==> src/rtl/game_pkg.sv <==
// Shared FSM encoding and edge-flag layout for the sprite controller.
package game_pkg;

  typedef enum logic [1:0] {
    StIdle   = 2'd0,
    StCalc   = 2'd1,
    StCommit = 2'd2
  } sprite_state_e;

  // sprite_hit_edge is {left, right, top, bottom}
  localparam int unsigned EDGE_W      = 4;
  localparam int unsigned EDGE_LEFT   = 3;
  localparam int unsigned EDGE_RIGHT  = 2;
  localparam int unsigned EDGE_TOP    = 1;
  localparam int unsigned EDGE_BOTTOM = 0;

  localparam int unsigned DIV_W = 8;

endpackage

==> src/rtl/game_sprite_axis.sv <==
// One axis of sprite motion: latches pos+speed in CALC and resolves the screen edge for COMMIT.
// GAME_SPRITE_BOUNCE_EN selects clamp-and-reflect; otherwise the axis wraps around.
module game_sprite_axis #(
  parameter int unsigned POS_W = 10,
  parameter int unsigned D_W   = 2,
  parameter int unsigned LIMIT = 640,
  parameter int unsigned SPAN  = 8
) (
  input  logic             i_clk,
  input  logic             i_rst,
  input  logic             i_calc,
  input  logic [POS_W-1:0] i_pos,
  input  logic [D_W-1:0]   i_d,
  output logic [POS_W-1:0] o_pos,
  output logic [D_W-1:0]   o_d,
  output logic             o_lo,
  output logic             o_hi
);

  localparam int unsigned W = POS_W + 1;
  localparam logic signed [W-1:0] ZERO = '0;

  if (SPAN > LIMIT) begin : g_bad_span
    $error("sprite span exceeds screen extent");
  end

`ifdef GAME_SPRITE_BOUNCE_EN
  localparam logic signed [W-1:0] HI_LIM = W'(LIMIT - SPAN);
  localparam logic [D_W-1:0]      D_ZERO = '0;
  localparam logic [D_W-1:0]      D_MIN  = {1'b1, {(D_W-1){1'b0}}};
  localparam logic [D_W-1:0]      D_MAX  = ~D_MIN;
`else
  localparam logic signed [W-1:0] LIM = W'(LIMIT);
`endif

  logic signed [W-1:0] r_nx;
  logic signed [W-1:0] w_sum;

  assign w_sum = $signed({1'b0, i_pos}) + $signed({{(W-D_W){i_d[D_W-1]}}, i_d});

  always_ff @(posedge i_clk or posedge i_rst) begin
    if (i_rst) begin
      r_nx <= '0;
    end else if (i_calc) begin
      r_nx <= w_sum;
    end
  end

  // Reflection acts on the speed held at COMMIT, and only when it points into the edge.
  always_comb begin
    o_pos = POS_W'(r_nx);
    o_d   = i_d;
    o_lo  = 1'b0;
    o_hi  = 1'b0;
`ifdef GAME_SPRITE_BOUNCE_EN
    if (r_nx <= ZERO) begin
      o_lo  = 1'b1;
      o_pos = '0;
      if (i_d[D_W-1]) begin
        o_d = (i_d == D_MIN) ? D_MAX : D_ZERO - i_d;
      end
    end else if (r_nx >= HI_LIM) begin
      o_hi  = 1'b1;
      o_pos = POS_W'(HI_LIM);
      if (!i_d[D_W-1] && (i_d != D_ZERO)) begin
        o_d = D_ZERO - i_d;
      end
    end
`else
    if (r_nx < ZERO) begin
      o_lo  = 1'b1;
      o_pos = POS_W'(r_nx + LIM);
    end else if (r_nx >= LIM) begin
      o_hi  = 1'b1;
      o_pos = POS_W'(r_nx - LIM);
    end
`endif
  end

endmodule

==> src/rtl/game_sprite_control.sv <==
// Sprite motion controller: frame-tick divider, IDLE/CALC/COMMIT move FSM and host writes.
// Define GAME_SPRITE_BOUNCE_EN to clamp and reflect at screen edges instead of wrapping.
module game_sprite_control #(
  parameter int unsigned SCREEN_WIDTH  = 640,
  parameter int unsigned SCREEN_HEIGHT = 480,
  parameter int unsigned SPRITE_WIDTH  = 8,
  parameter int unsigned SPRITE_HEIGHT = 8,
  parameter int unsigned X_WIDTH       = 10,
  parameter int unsigned Y_WIDTH       = 10,
  parameter int unsigned DX_WIDTH      = 2,
  parameter int unsigned DY_WIDTH      = 2,
  parameter int unsigned UPDATE_DIV    = 1
) (
  input  logic                clk,
  input  logic                reset,
  input  logic                sprite_write_xy,
  input  logic [X_WIDTH-1:0]  sprite_write_x,
  input  logic [Y_WIDTH-1:0]  sprite_write_y,
  input  logic                sprite_write_dxy,
  input  logic [DX_WIDTH-1:0] sprite_write_dx,
  input  logic [DY_WIDTH-1:0] sprite_write_dy,
  input  logic                sprite_enable_update,
  output logic [X_WIDTH-1:0]  sprite_x,
  output logic [Y_WIDTH-1:0]  sprite_y,
  output logic                sprite_we,
  output logic [3:0]          sprite_hit_edge
);
  import game_pkg::*;

  if (UPDATE_DIV < 1 || UPDATE_DIV > 255) begin : g_bad_div
    $error("UPDATE_DIV must be in 1..255");
  end

  localparam logic [DIV_W-1:0] DIV_LAST = DIV_W'(UPDATE_DIV - 1);

  sprite_state_e       r_state, w_state_next;
  logic [DIV_W-1:0]    r_div;
  logic [X_WIDTH-1:0]  r_x, w_x_new;
  logic [Y_WIDTH-1:0]  r_y, w_y_new;
  logic [DX_WIDTH-1:0] r_dx, w_dx_new;
  logic [DY_WIDTH-1:0] r_dy, w_dy_new;
  logic                r_we;
  logic [EDGE_W-1:0]   r_hit, w_hit;
  logic                w_calc;
  logic                w_x_lo, w_x_hi, w_y_lo, w_y_hi;

  assign w_calc = (r_state == StCalc);

  game_sprite_axis #(
    .POS_W(X_WIDTH),
    .D_W  (DX_WIDTH),
    .LIMIT(SCREEN_WIDTH),
    .SPAN (SPRITE_WIDTH)
  ) u_axis_x (
    .i_clk (clk),
    .i_rst (reset),
    .i_calc(w_calc),
    .i_pos (r_x),
    .i_d   (r_dx),
    .o_pos (w_x_new),
    .o_d   (w_dx_new),
    .o_lo  (w_x_lo),
    .o_hi  (w_x_hi)
  );

  game_sprite_axis #(
    .POS_W(Y_WIDTH),
    .D_W  (DY_WIDTH),
    .LIMIT(SCREEN_HEIGHT),
    .SPAN (SPRITE_HEIGHT)
  ) u_axis_y (
    .i_clk (clk),
    .i_rst (reset),
    .i_calc(w_calc),
    .i_pos (r_y),
    .i_d   (r_dy),
    .o_pos (w_y_new),
    .o_d   (w_dy_new),
    .o_lo  (w_y_lo),
    .o_hi  (w_y_hi)
  );

  always_comb begin
    w_hit              = '0;
    w_hit[EDGE_LEFT]   = w_x_lo;
    w_hit[EDGE_RIGHT]  = w_x_hi;
    w_hit[EDGE_TOP]    = w_y_lo;
    w_hit[EDGE_BOTTOM] = w_y_hi;
  end

  // A host position write aborts whatever move is in flight.
  always_comb begin
    w_state_next = r_state;
    unique case (r_state)
      StIdle: begin
        if (sprite_enable_update && (r_div == DIV_LAST)) begin
          w_state_next = StCalc;
        end
      end
      StCalc:   w_state_next = StCommit;
      StCommit: w_state_next = StIdle;
      default:  w_state_next = StIdle;
    endcase
    if (sprite_write_xy) begin
      w_state_next = StIdle;
    end
  end

  always_ff @(posedge clk or posedge reset) begin
    if (reset) begin
      r_state <= StIdle;
      r_div   <= '0;
      r_x     <= '0;
      r_y     <= '0;
      r_dx    <= '0;
      r_dy    <= '0;
      r_we    <= 1'b0;
      r_hit   <= '0;
    end else begin
      r_state <= w_state_next;
      r_we    <= 1'b0;
      if (sprite_write_xy) begin
        r_x   <= sprite_write_x;
        r_y   <= sprite_write_y;
        r_we  <= 1'b1;
        r_hit <= '0;
      end else begin
        unique case (r_state)
          StIdle: begin
            if (sprite_enable_update) begin
              r_div <= (r_div == DIV_LAST) ? '0 : r_div + DIV_W'(1);
            end
          end
          StCommit: begin
            r_x   <= w_x_new;
            r_y   <= w_y_new;
            r_dx  <= w_dx_new;
            r_dy  <= w_dy_new;
            r_we  <= 1'b1;
            r_hit <= w_hit;
          end
          default: ;
        endcase
      end
      // A host speed write overrides any reflection committed in the same cycle.
      if (sprite_write_dxy) begin
        r_dx <= sprite_write_dx;
        r_dy <= sprite_write_dy;
      end
    end
  end

  assign sprite_x        = r_x;
  assign sprite_y        = r_y;
  assign sprite_we       = r_we;
  assign sprite_hit_edge = r_hit;

endmodule

==> config.mk <==
export PLATFORM = sky130hd
export DESIGN_NAME = game_sprite_control
export DESIGN_NICKNAME = d
export VERILOG_FILES = /design/src/rtl/game_pkg.sv /design/src/rtl/game_sprite_axis.sv /design/src/rtl/game_sprite_control.sv
export SDC_FILE = /design/constraint.sdc
export NUM_CORES = 1
export LEC_CHECK = 0
export ABC_AREA = 1
export BUFFER_PORTS_ARGS = -buffer_cell sky130_fd_sc_hd__buf_2
export CAP_MARGIN = 10
export CORE_AREA = 4 4 103 105
export DETAILED_ROUTE_END_ITERATION = 7
export DIE_AREA = 0 0 107 109
export HOLD_SLACK_MARGIN = 0.1
export PLACE_DENSITY_LB_ADDON = 0.2
export SLEW_MARGIN = 10
export SYNTH_ARGS = -nofsm -noshare
export SYNTH_HDL_FRONTEND = slang
export SYNTH_SLANG_ARGS = --single-unit
==> constraint.sdc <==
create_clock -name clk -period 2.5 [get_ports clk]
set_input_delay 0.5 -clock clk [delete_from_list [all_inputs] [get_ports clk]]
set_output_delay 0.5 -clock clk [all_outputs]
set_load 0.02 [all_outputs]
==> results of run 1 <==
[through the flow]
step                instances   util  setup WS (ps)
global route              706  0.459            177
floorplan                 508      -            487
global placement          691  0.442            496
detailed placement        691  0.442            416
finish                    706  0.459            393
CTS                       706  0.459            386
[cells by family after synthesis]
| kind of cell | share of synthesized area |
|---|---|
| buf+inv | 0.0737 |
| flops | 0.400 |
| xor+xnor | 0.00918 |
| simple gates | 0.263 |
| mux | 0.00590 |
| compound gates | 0.153 |
| fa+ha+maj | 0.0957 |
[power by group]
group          leakage (nW)  internal [mW]  switching, mW
combinational          1.42          0.238          0.418
clock                0.0771          0.351          0.406
sequential            0.787           1.07         0.0947
[per-layer routing]
layer | routed length [um] | up-vias | GRT usage
li1 | - | 1805 | -
met1 | 4910 | 1644 | 0.262
met2 | 4530 | 86 | 0.285
met3 | 501 | 5 | 0.0409
met4 | 53 | 0 | 0.0393
met5 | 0 | - | 0
[worst max-delay path, delay by kind of cell (launching register included)]
| family | cells | cell delay (ps) |
|---|---|---|
| AO/OA/AOI/OAI | 4 | 610 |
| flip-flops | 1 | 570 |
| adder cells (fa/ha/maj) | 1 | 430 |
| buffers and inverters | 1 | 160 |
| AND/OR/NAND/NOR | 2 | 220 |
[path summary, 6_finish.rpt]
kind,end
setup / recovery,u_axis_x.r_nx[6]
hold / removal,r_dy[0]
setup reg to reg,u_axis_x.r_nx[6]
hold reg to reg,sprite_hit_edge[3]
max in group asynchronous,u_axis_y.r_nx[7]
min in group clk,r_dy[1]
[state kept, by name, indices dropped and copies added, names as in the netlist, 4 cells and up]
name	flops
sprite_x	10
sprite_y	10
u_axis_y.r_nx	11
sprite_hit_edge	4
u_axis_x.r_nx	11
r_div	8
[final cells by class]
| type | instances | area [um^2] | share of cell area |
|---|---|---|---|
| flip-flops and latches | 61 | 1530 | 0.345 |
| well taps | 133 | 166 | 0.0376 |
| multi-input cells | 375 | 2010 | 0.454 |
| inverters | 63 | 236 | 0.0534 |
| repair buffers | 59 | 323 | 0.0729 |
| clock buffers | 9 | 124 | 0.0280 |
| clock inverters | 6 | 41.3 | 0.00932 |
[synthesized netlist by cell type (all sizes together) (2+ instances only)]
library cell and instances:
o21ai 42, inv 62, nor2 54, a21o 2, ha 26, xor2 3
mux2 2, a22o 3, buf 7, or2 3, nand3 39, a21oi 34
nor3 6, clkbuf 2, o21bai 2, o22ai 17, dfrtp 61, nand2 127
nand4 5, a31oi 3, fa 2
==> impl_metrics.csv, run 1 <==
group,metric,value,unit
run_status,outcome,"finished, final reports clean",
timing,min_period_over_period,0.843,
grt,grt_start_max_net_pins,41,
synthesis,synth_edf_count,0,
worst_hold_path,hp-class,"in -> async",
timing,final.min_clock_period,2110,ps
timing,hold_viol,0,
grt,grt_pass1_vias,3393,
worst_setup_path,cp.required,2720,ps
die,initial_core_util,0.396,
synthesis,synth_fp_nets,565,
drt,drtPass1Iterations,7,
layout,diodes,0,
layout,final_cell_area,4430,um^2
timing,max_freq,475,MHz
worst_setup_path,cp-end-kind,"register",
synthesis,synth_top_area_cell,"dfrtp_1",
grt,overflow,0,
timing,fin_tns_setup,0,ps
worst_setup_path,worst-r2r-setup-slack,390,ps
grt,grt_use_total,0.183,
timing,fin_skew,12.6,ps
worst_setup_path,slowest_delay,570,ps
layout,fillers,1018,
drt,wire_per_inst,14.2,um
synthesis,yosys.area.top_type_share,0.400,
clock_network,cts_htree_levels,3,
synthesis,synth.area.top_cells,"dfrtp_1 (40%), nand2_1 (12%), ha_1 (8.5%), inv_1 (6.0%), o21ai_0 (5.4%)",
drt,routed_wl,9990,um
synthesis,seq_area_frac_synth,0.400,
synthesis,syn-cell-area,3820,um^2
grt,grt_pass1_wl,16900,um
layout,mostFrequentLayoutCell,"nand2_1",
timing,hold_ws,171,ps
drt,viasPerCell,5.01,
synthesis,synthCells,508,
clock_network,clk_latency,340,ps
clock_network,hold_buffers,0,
layout,syn2layout_area_growth,16.0,%
worst_setup_path,worst_setup_path_start_kind,"register",
drt,drc_errors,0,
drt,ant_nets,0,
power,max-vdd-ir-drop,0.318,mV
place,hpwl,7680,um
clock_network,root_buffer,"clkbuf_8",
place,place_area,4260,um^2
timing,rsz0062_at_grt,"no",
worst_setup_path,r2r_cells,8,
place,gp_congestion,0.886,
timing,setup_violations,0,
worst_setup_path,cpMaxStageDelayCell,"dfrtp_1",
clock_network,cts_tree,"built",
power,leakage,2.29,nW
die,fp.dieW,107,um
layout,mostFrequentLayoutCells,"nand2_1 (127), dfrtp_1 (61), inv_1 (60)",
die,design.core.area,9640,um^2
timing,worst_pin_slew,554,ps
clock_network,cts_setup_buffers,0,
power,power_density,582,nW/um^2
drt,via_count,3540,
worst_setup_path,cp.arrival,2330,ps
power,fin_total_pwr,2.58,mW
synthesis,ys.flop_type,"dfrtp_1",
synthesis,ys_seq_elements,61,
die,pin_count,54,
clock_network,cts_buffers,9,
worst_setup_path,rr_startpoint,"r_dx[1]",
timing,drv_slew,0,
die,rows,36,
place,io_buffers,53,
clock_network,clkSlewWorstSetupHoldPaths,80,ps
worst_setup_path,critPathLaunch,"r_dx[1]",
die,fp.dieH,109,um
layout,drive_above_1_share,0.155,
clock_network,clk_path_buf_depth,2,
grt,antenna_found_initial,0,
worst_setup_path,path_class,"reg -> reg",
layout,nets,626,
die,dieArea,11700,um^2
clock_network,postCtsResizedCells,0,
job,maxCapViolCount,0,
worst_setup_path,cpMostUsedCell,"o21ai_0",
synthesis,async_reset_ff_frac,1.00,
drt,drt-initial-drc-count,186,
clock_network,cts_sinks,61,
timing,slew_headroom,0.631,
worst_setup_path,crit_fanout,11,
synthesis,post_synth_num_cell_types,35,
worst_setup_path,worstPathCellList,"inv_1 -> fa_1 -> o21ai_0 -> nand3_1 -> nand2_1 -> a21oi_1 -> o21ai_0 -> o21ai_0",
synthesis,avgSynthCellArea,7.52,um^2
synthesis,ys_warn_count,0,
No activity file was read; power rests on OpenSTA's default activity.
==> run 2: changes to the inputs <==
==> constraint.sdc (replaced) <==
create_clock -name clk -period 1.7 [get_ports clk]
set_input_delay 0.34 -clock clk [delete_from_list [all_inputs] [get_ports clk]]
set_output_delay 0.34 -clock clk [all_outputs]
set_load 0.02 [all_outputs]
==> run 2 against run 1 <==
Against the previous run:
- the flow now finishes with violations (setup timing)
- sequential share of layout area down 5.5 points
- hold slack better by 39 ps
- clock skew down 1.9 ps
- register-to-register slack worse by 400 ps
- routed wire length up 7.9%
- cell area up 19%
- critical endpoint is now u_axis_y.r_nx[10]
- largest cell class unchanged
==> impl_metrics.csv, run 2 (synthesis results as in run 1) <==
group,metric,value,unit
timing,max_freq,587,MHz
worst_setup_path,cp.required,1910,ps
drt,wire_per_inst,14.3,um
timing,setup_violations,1,
job,maxCapViolCount,0,
power,power.switching,1.53,mW
drt,viasPerCell,4.92,
clock_network,clk_latency,340,ps
power,max-vdd-ir-drop,0.579,mV
layout,fillers,931,
drt,routed-wl-met3,443,um
run_status,outcome,"finished, violations left",
layout,nets,673,
drt,drtPass1Iterations,5,
die,design.core.area,9640,um^2
timing,hold_ws,210,ps
clock_network,clk_path_buf_depth,2,
grt,grt_use_total,0.190,
power,power_density,868,nW/um^2
timing,hold_viol,0,
die,initial_core_util,0.396,
worst_hold_path,min-delay-start,"sprite_write_dx[1]",
layout,final_util,0.549,
power,leakage,2.58,nW
worst_setup_path,cp.arrival,1910,ps
power,comb_power_share,0.323,
clock_network,cts_sinks,61,
worst_setup_path,timing.rr.end,"u_axis_y.r_nx[10]",
die,fp.dieW,107,um
die,dieArea,11700,um^2
clock_network,clkSlewWorstSetupHoldPaths,70,ps
timing,rsz0062_at_grt,"yes",
drt,ant_nets,0,
worst_setup_path,rr_startpoint,"r_dy[1]",
clock_network,cts_htree_levels,3,
power,seqPwrFrac,0.375,
drt,wl_met1,5320,um
clock_network,root_buffer,"clkbuf_8",
grt,grt_start_max_net_pins,62,
place,hpwl,7920,um
layout,syn2layout_area_growth,38.5,%
drt,routed_wl,10800,um
grt,overflow,0,
timing,slew_headroom,0.749,
run_status,failed_checks,"setup timing",
timing,final.min_clock_period,1700,ps
die,rows,36,
layout,mostFrequentLayoutCells,"nand2_1 (111), dfrtp_1 (57), inv_1 (55)",
timing,fin_ws,-3.36,ps
worst_setup_path,crit_fanout,7,
worst_setup_path,cp-end-kind,"register",
worst_setup_path,r2r_cells,9,
timing,drv_slew,0,
die,pin_count,54,
place,gp_congestion,0.922,
layout,reg_top3,"u_axis_x.r_nx: 11 flops, u_axis_y.r_nx: 11 flops",
layout,mostFrequentLayoutCell,"nand2_1",
worst_hold_path,whs_path_depth,3,
worst_hold_path,hp-class,"in -> reg",
power,swShare,0.334,
die,fp.dieH,109,um
clock_network,cts_tree,"built",
layout,drive_above_1_share,0.346,
timing,fin_skew,10.7,ps
power,power.internal,3.06,mW
worst_setup_path,path_class,"reg -> reg",
grt,grt_pass1_vias,3605,
power,p_clk_frac,0.302,
drt,drt-initial-drc-count,144,
drt,via_count,3711,
layout,diodes,0,
clock_network,cts_buffers,9,
worst_setup_path,worst-r2r-setup-slack,-3,ps
drt,routed.top_layer,"met4",
place,post-place-ws,-124,ps
worst_setup_path,worst_setup_path_start_kind,"register",
grt,grt_pass1_wl,17700,um
worst_hold_path,hold_end,"r_dx[1]",
timing,worst_pin_slew,376,ps
place,io_buffers,53,
timing,min_period_over_period,1.00,
drt,drc_errors,0,
grt,antenna_found_initial,0,
drt,wl_met2,4960,um
==> run 2: changes by cell type in the layout (fill, tap and decap cells not counted), sizes merged <==
cell         previous run  this run
clkinvlp                3         2
clkinv                  4         2
buf                    59       105
dlygate4sd3             0         1
clkbuf                  9        13
bufinv                  0         1
inv                    62        61
==> run 2: worst max-delay path by stage <==
stage	slack (ps)	cells past startpoint	endpoint	from
global route	-100	9	u_axis_y.r_nx[9]	r_dy[1]
global placement	-130	8	u_axis_x.r_nx[9]	r_dx[1]
finish	-3	9	u_axis_y.r_nx[10]	r_dy[1]
CTS	-4	7	u_axis_y.r_nx[6]	r_dy[1]
floorplan	-20	8	u_axis_x.r_nx[6]	r_dx[1]
detailed placement	-120	8	u_axis_x.r_nx[9]	r_dx[1]
==> run 2: critical path, cell delays in order (launching register included) <==
cell and delay [ps]:
dfrtp_2 520, buf_6 190, ha_4 290, nand2_2 70, nor2_2 130, nand3_2 90
nand3_1 80, nand2_1 50, nand3_1 60, o21ai_0 80
==> run 2: metal layers <==
metal,track usage,up-vias
met5,0,-
met4,0.0283,0
met3,0.0367,7
met2,0.301,82
met1,0.277,1721
li1,-,1901
==> run 2: stage by stage <==
| step | TNS (ps) | power [mW] | area (um^2) | cells |
|---|---|---|---|---|
| floorplan | -18.0 | 2.41 | 3840 | 508 |
| global placement | -264 | 2.88 | 4610 | 735 |
| detailed placement | -458 | 2.90 | 4610 | 735 |
| global route | -878 | 4.85 | 5290 | 754 |
| CTS | -6.59 | 4.42 | 5030 | 752 |
| finish | -3.36 | 4.59 | 5290 | 754 |
==> run 2: power groups by stage <==
stage	sequential, mW	clock, mW	combinational (mW)
3_5_place_dp	1.72	0	1.17
4_1_cts	1.72	1.42	1.28
3_3_place_gp	1.72	0	1.16
6_report	1.72	1.39	1.48
2_1_floorplan	1.76	0	0.650
5_1_grt	1.75	1.48	1.63
==> run 2: area by class of cell <==
class	instances	area (um^2)	share of cell area
timing repair buffer	106	702	0.133
sequential	61	1530	0.290
clock inverter	3	42.5	0.00804
inverter	63	240	0.0454
tap	133	166	0.0315
clock buffer	13	169	0.0319
multi-input combinational	375	2440	0.461
==> run 2: timing repair <==
action | in CTS | in global routing
buffers inserted | 0 | 2
endpoints found under the hold margin | 25 | 0
hold buffers | 1 | 0
setup endpoints to repair | 12 | 16
pin swaps | 3 | 22
gates resized for setup | 28 | 73
==> run 3: changes to the inputs <==
--- a/config.mk
+++ b/config.mk
@@ -8,11 +8,11 @@
 export ABC_AREA = 1
 export BUFFER_PORTS_ARGS = -buffer_cell sky130_fd_sc_hd__buf_2
 export CAP_MARGIN = 10
-export CORE_AREA = 4 4 103 105
+export CORE_AREA = 4 4 88 123
 export DETAILED_ROUTE_END_ITERATION = 7
-export DIE_AREA = 0 0 107 109
+export DIE_AREA = 0 0 92 127
 export HOLD_SLACK_MARGIN = 0.1
-export PLACE_DENSITY_LB_ADDON = 0.2
+export PLACE_DENSITY = 0.57
 export SLEW_MARGIN = 10
 export SYNTH_ARGS = -nofsm -noshare
 export SYNTH_HDL_FRONTEND = slang
==> run 3 against run 2 <==
Against the previous run:
- the run still ends with setup timing left
- sequential power about the same
- maximum frequency decreased by 1.1%
- die area increased by 0.18%
- hold slack improved by 7.2 ps
- cell area increased by 2.5%
- critical path depth unchanged
- largest power group unchanged
==> impl_metrics.csv, run 3 (synthesis results as in run 1) <==
group,metric,value,unit
timing,drv_slew,0,
grt,grt_pass1_wl,18800,um
worst_setup_path,cp.arrival,1920,ps
place,gp_congestion,0.905,
layout,diodes,0,
worst_setup_path,timing.rr.end,"u_axis_y.r_nx[10]",
worst_hold_path,min-delay-start,"sprite_write_dy[1]",
clock_network,cts_tree,"built",
worst_hold_path,hp-class,"in -> reg",
clock_network,cts_sinks,61,
clock_network,clkSlewWorstSetupHoldPaths,50,ps
place,hpwl,8480,um
worst_setup_path,cpMaxStageDelayCell,"dfrtp_2",
timing,final.min_clock_period,1720,ps
timing,fin_tns_setup,-37.1,ps
power,power_density,912,nW/um^2
worst_setup_path,worstPathCellList,"buf_6 -> ha_4 -> nand2_1 -> a21oi_1 -> nor2_2 -> nand3_2 -> nand2_1 -> nand3_1 -> o21ai_0",
place,post-place-ws,-142,ps
worst_setup_path,critPathBufInv,1,
die,fp.dieW,92,um
layout,drive_above_1_share,0.347,
clock_network,clk_path_buf_depth,2,
worst_setup_path,cpMostUsedCell,"nand2_1",
timing,max_freq,581,MHz
timing,rsz0062_at_grt,"yes",
worst_setup_path,r2r_cells,9,
layout,mostFrequentLayoutCell,"nand2_1",
grt,overflow,0,
power,max-vdd-ir-drop,0.449,mV
clock_network,clk_latency,330,ps
drt,drt-initial-drc-count,162,
worst_setup_path,critPathTopFamily,"flip-flops",
grt,grt_use_total,0.204,
power,leakage,2.65,nW
clock_network,cts_buffers,9,
timing,setup_violations,2,
place,io_buffers,53,
die,initial_core_util,0.390,
timing,hold_viol,0,
worst_setup_path,slowest_delay,520,ps
drt,drtPass1Iterations,5,
worst_hold_path,whs_path_depth,3,
worst_hold_path,hold_end,"r_dy[1]",
clock_network,cts_htree_levels,3,
die,pin_count,54,
timing,fin_skew,7.49,ps
grt,grt_pass1_vias,3959,
job,maxCapViolCount,0,
drt,ant_nets,0,
layout,reg_top3,"u_axis_x.r_nx: 11 flops, u_axis_y.r_nx: 11 flops",
worst_setup_path,path_class,"reg -> reg",
layout,fillers,922,
worst_setup_path,cp.required,1900,ps
run_status,failed_checks,"setup timing",
layout,syn2layout_area_growth,41.9,%
drt,wire_per_inst,14.7,um
timing,worst_pin_slew,487,ps
die,dieArea,11700,um^2
run_status,outcome,"finished, violations left",
drt,routed_wl,11300,um
timing,min_period_over_period,1.01,
grt,antenna_found_initial,0,
clock_network,root_buffer,"clkbuf_16",
grt,grt_start_max_net_pins,30,
drt,drc_errors,0,
die,design.core.area,9790,um^2
drt,via_count,3813,
worst_setup_path,worst_setup_path_start_kind,"register",
layout,nets,681,
die,rows,43,
worst_setup_path,worst-r2r-setup-slack,-20,ps
drt,viasPerCell,5.00,
worst_setup_path,rr_startpoint,"r_dy[1]",
timing,slew_headroom,0.674,
worst_setup_path,cp-end-kind,"register",
die,fp.dieH,127,um
worst_setup_path,crit_fanout,7,
timing,fin_ws,-21.5,ps
layout,mostFrequentLayoutCells,"nand2_1 (114), buf_4 (57), dfrtp_1 (57)",
layout,final_util,0.553,
[run 3: worst max path at each step]
stage	start	endpoint	slack [ps]	depth (start not counted)
after floorplan	r_dx[1]	u_axis_x.r_nx[6]	-20	8
after global placement	r_dy[1]	u_axis_y.r_nx[9]	-120	9
after detailed placement	r_dy[1]	u_axis_y.r_nx[9]	-140	7
after CTS	r_dy[1]	u_axis_y.r_nx[10]	-30	9
after global routing	r_dy[1]	u_axis_y.r_nx[10]	-120	8
final	r_dy[1]	u_axis_y.r_nx[10]	-20	9
[run 3: area by class of cell]
cell class | instances | area, um^2 | share of cell area
inverters | 63 | 240 | 0.0443
multi-input cells | 375 | 2450 | 0.452
clock buffers | 14 | 274 | 0.0506
clock inverters | 1 | 5.00 | 0.000924
repair buffers | 114 | 749 | 0.138
flip-flops and latches | 61 | 1530 | 0.283
well taps | 135 | 169 | 0.0312
[run 3: repair_timing]
action | in CTS | in global routing
gates resized for setup | 31 | 65
setup endpoints to repair | 13 | 17
endpoints found under the hold margin | 17 | 0
setup buffers | 0 | 6
pin swaps | 2 | 21
hold buffers | 1 | 0
[run 3: where the power goes]
part,switching (mW),internal (mW)
clock,0.607,1.09
sequential,0.154,1.58
combinational,0.807,0.704
total,1.57,3.38
[run 3: metrics by stage]
step,hold slack (ps),power [mW],instance area [um^2],std cells
6_report,217,4.94,5420,763
5_1_grt,235,5.23,5420,763
4_1_cts,207,4.78,5150,757
3_5_place_dp,395,2.92,4650,741
3_3_place_gp,390,2.90,4650,741
2_1_floorplan,445,2.41,3840,508
[run 3: layer usage]
layer / wire [um] / part of all wire / vias up / global-route usage
li1: - / - / 1914 / -
met1: 4530 / 0.40 / 1816 / 0.227
met5: 0 / 0 / - / 0
met4: 309 / 0.027 / 0 / 0.0857
met3: 269 / 0.024 / 19 / 0.0324
met2: 6150 / 0.55 / 64 / 0.379
[run 3: worst reg2reg max path, stage by stage, from the launching register on]
cell and delay [ps]:
dfrtp_2 520, buf_6 200, ha_4 300, nand2_1 80, a21oi_1 180, nor2_2 80, nand3_2 70, nand2_1 50
nand3_1 50, o21ai_0 80
